<file path="src/rtl/rot_slice_reader.sv">
// Read-side scanner for the rotational frame buffer: on each slice request, walks every
// row of the current slice and hands each row to the LED driver over valid/ready.
module rot_slice_reader #(
    parameter  int ROTATIONAL_RES = 32,
    parameter  int ROWS           = 64,
    parameter  int READ_LATENCY   = 1,
    localparam int AW             = $clog2(ROWS * ROTATIONAL_RES),
    localparam int RW             = $clog2(ROWS),
    localparam int SW             = $clog2(ROTATIONAL_RES)
) (
    input  logic          clk_in,
    input  logic          rst_in,
    input  logic          index_pulse_in,
    input  logic          slice_tick_in,
    input  logic          overrun_clr_in,
    output logic [AW-1:0] addr_out,
    input  logic [63:0]   row_in,
    output logic [63:0]   row_data_out,
    output logic [RW-1:0] row_idx_out,
    output logic          row_valid_out,
    input  logic          row_ready_in,
    output logic [SW-1:0] slice_out,
    output logic          busy_out,
    output logic          scan_done_out,
    output logic          overrun_out
);

    localparam int WW = (READ_LATENCY > 1) ? $clog2(READ_LATENCY) : 1;

    typedef enum logic [2:0] {IDLE, FETCH, WAIT, PRESENT, DONE} state_t;

    state_t        state;
    logic [SW-1:0] slice_ptr;
    logic          pending;
    logic [RW-1:0] row;
    logic [WW-1:0] wait_cnt;
    logic          ev;
    logic          take;

    assign ev   = index_pulse_in | slice_tick_in;
    assign take = (state == IDLE) & pending;

    function automatic logic [AW-1:0] row_addr(input logic [SW-1:0] s, input logic [RW-1:0] r);
        return AW'(s) * AW'(ROWS) + AW'(r);
    endfunction

    // Slice tracking and the 1-deep request flag; a request consumed this cycle still
    // counts as pending for overrun purposes.
    always_ff @(posedge clk_in or negedge rst_in) begin
        if (!rst_in) begin
            slice_ptr   <= '0;
            pending     <= 1'b0;
            overrun_out <= 1'b0;
        end else begin
            if (index_pulse_in)
                slice_ptr <= '0;
            else if (slice_tick_in)
                slice_ptr <= (slice_ptr == SW'(ROTATIONAL_RES - 1)) ? '0 : slice_ptr + SW'(1);
            pending <= take ? 1'b0 : (pending | ev);
            if (ev && pending)
                overrun_out <= 1'b1;
            else if (overrun_clr_in)
                overrun_out <= 1'b0;
        end
    end

    always_ff @(posedge clk_in or negedge rst_in) begin
        if (!rst_in) begin
            state         <= IDLE;
            row           <= '0;
            wait_cnt      <= '0;
            addr_out      <= '0;
            row_data_out  <= '0;
            row_idx_out   <= '0;
            row_valid_out <= 1'b0;
            slice_out     <= '0;
            busy_out      <= 1'b0;
            scan_done_out <= 1'b0;
        end else begin
            unique case (state)
                IDLE: begin
                    if (pending) begin
                        slice_out <= slice_ptr;
                        row       <= '0;
                        busy_out  <= 1'b1;
                        addr_out  <= row_addr(slice_ptr, '0);
                        state     <= FETCH;
                    end
                end
                FETCH: begin
                    wait_cnt <= '0;
                    state    <= WAIT;
                end
                WAIT: begin
                    if (wait_cnt == WW'(READ_LATENCY - 1)) begin
                        row_data_out  <= row_in;
                        row_idx_out   <= row;
                        row_valid_out <= 1'b1;
                        state         <= PRESENT;
                    end else begin
                        wait_cnt <= wait_cnt + WW'(1);
                    end
                end
                PRESENT: begin
                    if (row_ready_in) begin
                        row_valid_out <= 1'b0;
                        if (row == RW'(ROWS - 1)) begin
                            scan_done_out <= 1'b1;
                            state         <= DONE;
                        end else begin
                            row      <= row + RW'(1);
                            addr_out <= row_addr(slice_out, row + RW'(1));
                            state    <= FETCH;
                        end
                    end
                end
                DONE: begin
                    scan_done_out <= 1'b0;
                    busy_out      <= 1'b0;
                    state         <= IDLE;
                end
                default: state <= IDLE;
            endcase
        end
    end

endmodule

</file>
<file path="config.mk">
export PLATFORM = sky130hd
export DESIGN_NAME = rot_slice_reader
export DESIGN_NICKNAME = d
export VERILOG_FILES = /design/src/rtl/rot_slice_reader.sv
export SDC_FILE = /design/constraint.sdc
export NUM_CORES = 1
export LEC_CHECK = 0
export BUFFER_PORTS_ARGS = -buffer_cell sky130_fd_sc_hd__buf_2
export CAP_MARGIN = 40
export CORE_AREA = 2 2 120 122
export DETAILED_ROUTE_END_ITERATION = 10
export DIE_AREA = 0 0 122 124
export PLACE_DENSITY_LB_ADDON = 0.15
export SETUP_SLACK_MARGIN = 0.5
export SYNTH_ARGS = -nofsm -noshare
export SYNTH_HDL_FRONTEND = slang
export SYNTH_SLANG_ARGS = --single-unit
export TNS_END_PERCENT = 1
</file>
<file path="constraint.sdc">
create_clock -name clk_in -period 2.45 [get_ports clk_in]
set_input_delay 0.49 -clock clk_in [delete_from_list [all_inputs] [get_ports clk_in]]
set_output_delay 0.49 -clock clk_in [all_outputs]
set_load 0.05 [all_outputs]
</file>
==> flow_summary_export.csv <==
group,metric,value,unit
status,status,"completed",
worst_setup_path,critPathKind,"reg2reg",
timing,worst_pin_slew,0.487,ns
timing,fin_skew,0.00913,ns
route,dr_wl_met3,684,um
timing,hold_viol,0,
synth,synth-seq-cells,99,
route,wl_met1,3910,um
route,routed_wl,9120,um
floorplanning,dieArea,0.0151,mm^2
global_route,grt_pass1_wl,13800,um
floorplanning,num_io_pins,160,
worst_setup_path,cp_max_fo,10,
final_layout,drive_gt1_share,46.2,%
synth,synth_cell_type_count,39,
final_layout,layout-area-overhead-vs-synth,31.9,%
synth,async_reset_ff_share,100,%
floorplanning,die_y,124,um
hold_path,hold_class,"in2async",
worst_setup_path,slowest_stage,"dfrtp_1",
place,port_buffers,159,
final_layout,n_antenna_cell,0,
route,drcViolationCount,0,
route,wl_met2,4340,um
timing,setup_violations,0,
global_route,grt_use_total,12.1,%
global_route,antenna_found_initial,0,
place,place_hpwl,6800,um
synth,synthCells,267,
worst_setup_path,rrSetupSlack,0.57,ns
floorplanning,start_util,29.9,%
worst_setup_path,cp-startpoint,"state[0]",
clock_tree,cts_buffers,9,
final_layout,seq_area,0.00248,mm^2
clock_tree,clockRootBuffer,"clkbuf_16",
worst_setup_path,rr_startpoint,"state[0]",
timing,post-route-min-period,1.88,ns
floorplanning,die_w,122,um
worst_setup_path,critical_path_buf_inv_count,0,
worst_setup_path,max_stage_delay,0.58,ns
floorplanning,coreArea,0.0137,mm^2
final_layout,final_common_cell,"buf_2",
clock_tree,cts.htree.levels,3,
clock_tree,cts_tree,"yes",
worst_setup_path,crit_chain,"nand4b_2 > a31oi_2 > or2_4 > mux2_4",
timing,fmax,531,MHz
worst_setup_path,r2r-end,"addr_out[7]",
route,viasPerCell,4.42,
synth,synth_seq_area_share,60.4,%
worst_setup_path,worstPathArrival,2.11,ns
synth,synth_edf_count,0,
global_route,grt-ovfl-total,0,
place,gp_congestion,0.792,
job,drv_cap,0,
clock_tree,clkSlewWorstSetupHoldPaths,0.07,ns
route,drtPass1Iterations,4,
final_layout,mostFrequentLayoutCells,"buf_2 (158), dfrtp_1 (99), mux2_1 (73)",
synth,syn-num-nets,340,
timing,slew_headroom,67.5,%
worst_setup_path,critPathRequiredTime,2.68,ns
route,vias,2737,
synth,synthFlopType,"dfrtp_1",
clock_tree,clock_latency,0.35,ns
worst_setup_path,crit_path_end_kind,"flip-flop",
synth,synth_warnings,0,
worst_setup_path,crit_family,"flip-flops",
worst_setup_path,crit_end,"addr_out[7]",
final_layout,fin_nets,507,
worst_setup_path,ff2ff_path_depth,4,
route,wl_per_cell,14.7,um
worst_setup_path,path_depth,4,
synth,synth_area_per_cell,15.4,um^2
route,drt_iter0_drc,104,
floorplanning,rows,43,
timing,rsz0062_at_grt,"yes",
timing,fin_tns_setup,0,ns
final_layout,multi_input_area,0.00143,mm^2
clock_tree,clk_path_buf_depth,2,
timing,maxSlewViolCount,0,
global_route,grt_pass1_vias,2698,
timing,finalCritPeriodShare,76.9,%
clock_tree,cts.sinks,99,
global_route,grt_max_degree,52,
synth,synthesis.area,0.00410,mm^2
route,ant_nets,0,
final_layout,filler_cell_count,1332,
worst_setup_path,startpoint_type,"flip-flop",
route,dr.max_layer_used,"met4",
clock_tree,hold_buffers,0,
-- stage by stage --
stage	hold slack (ns)	area [um^2]	util [%]	worst slack, ns	std cells
floorplan	0.194	4100	-	0.550	267
global placement	0.461	5030	36.6	0.549	600
detailed placement	0.465	5030	36.6	0.471	600
CTS	0.112	5380	39.2	0.490	616
global route	0.132	5410	39.4	0.456	619
finish	0.107	5410	39.4	0.565	619
-- worst min-delay path by stage --
stage | from | endpoint | slack (ns) | depth (start not counted)
floorplan | rst_in | addr_out[0] | 0.19 | 0
global placement | row_valid_out | row_valid_out | 0.46 | 1
detailed placement | row_valid_out | row_valid_out | 0.47 | 1
CTS | rst_in | row_data_out[50] | 0.11 | 1
global route | rst_in | row_data_out[50] | 0.13 | 1
finish | rst_in | row_data_out[50] | 0.11 | 1
-- cells in the mapped netlist, types with 2 or more instances --
| cell | n | area share, % |
|---|---|---|
| dfrtp_1 | 99 | 60 |
| mux2_1 | 73 | 20 |
| nor2_1 | 12 | 1.1 |
| buf_12 | 7 | 3.4 |
| mux2_2 | 7 | 1.9 |
| o21ai_0 | 7 | 0.85 |
| a21oi_1 | 6 | 0.73 |
| mux2_4 | 4 | 1.5 |
| nand3_1 | 4 | 0.49 |
| nor3_1 | 4 | 0.49 |
| a21o_1 | 3 | 0.55 |
| and3_1 | 3 | 0.46 |
| buf_6 | 3 | 0.82 |
| ha_1 | 3 | 0.92 |
| inv_1 | 3 | 0.27 |
| mux2i_1 | 3 | 0.73 |
| nand2_1 | 2 | 0.18 |
| nand4_1 | 2 | 0.30 |
| nor3b_1 | 2 | 0.37 |
-- cell families (layout without fill, tap and decap cells) --
group	after synthesis	count (layout)	share of synthesized area [%]
buffers and inverters	15	187	4.79
adder cells (fa/ha/maj)	3	3	0.915
AO/OA/AOI/OAI	24	24	3.72
multiplexers	87	87	24.2
flip-flops	99	99	60.4
AND/OR/NAND/NOR	39	39	6.04
-- what timing repair did --
action	CTS	global route
buffers inserted	0	3
resized for setup	1	1
setup endpoints to repair	9	55
pin swaps	0	0
-- layer usage --
metal,GRT usage [%],up-vias
met3,3.21,12
met1,14.7,1329
met4,6.03,0
li1,-,1292
met5,0,-
met2,20.0,104
-- area by class of cell --
| cell class | instances | share of cell area [%] |
|---|---|---|
| Clock buffer | 10 | 4.42 |
| Clock inverter | 6 | 2.08 |
| Inverter | 3 | 0.208 |
| Multi-Input combinational cell | 153 | 26.5 |
| Sequential cell | 99 | 45.8 |
| Tap cell | 180 | 4.16 |
| Timing Repair Buffer | 168 | 16.8 |
-- flip-flops by register name, summed over array words and instances, names as in the netlist --
register       count
overrun_out        1
slice_out          5
slice_ptr          5
scan_done_out      1
row_data_out      64
row_valid_out      1
addr_out          11
pending            1
row_idx_out        6
busy_out           1
state              3
Power is left out: the tool's default activity adds up to more than one toggle a clock period on the data nets, which glitch-free logic cannot reach.
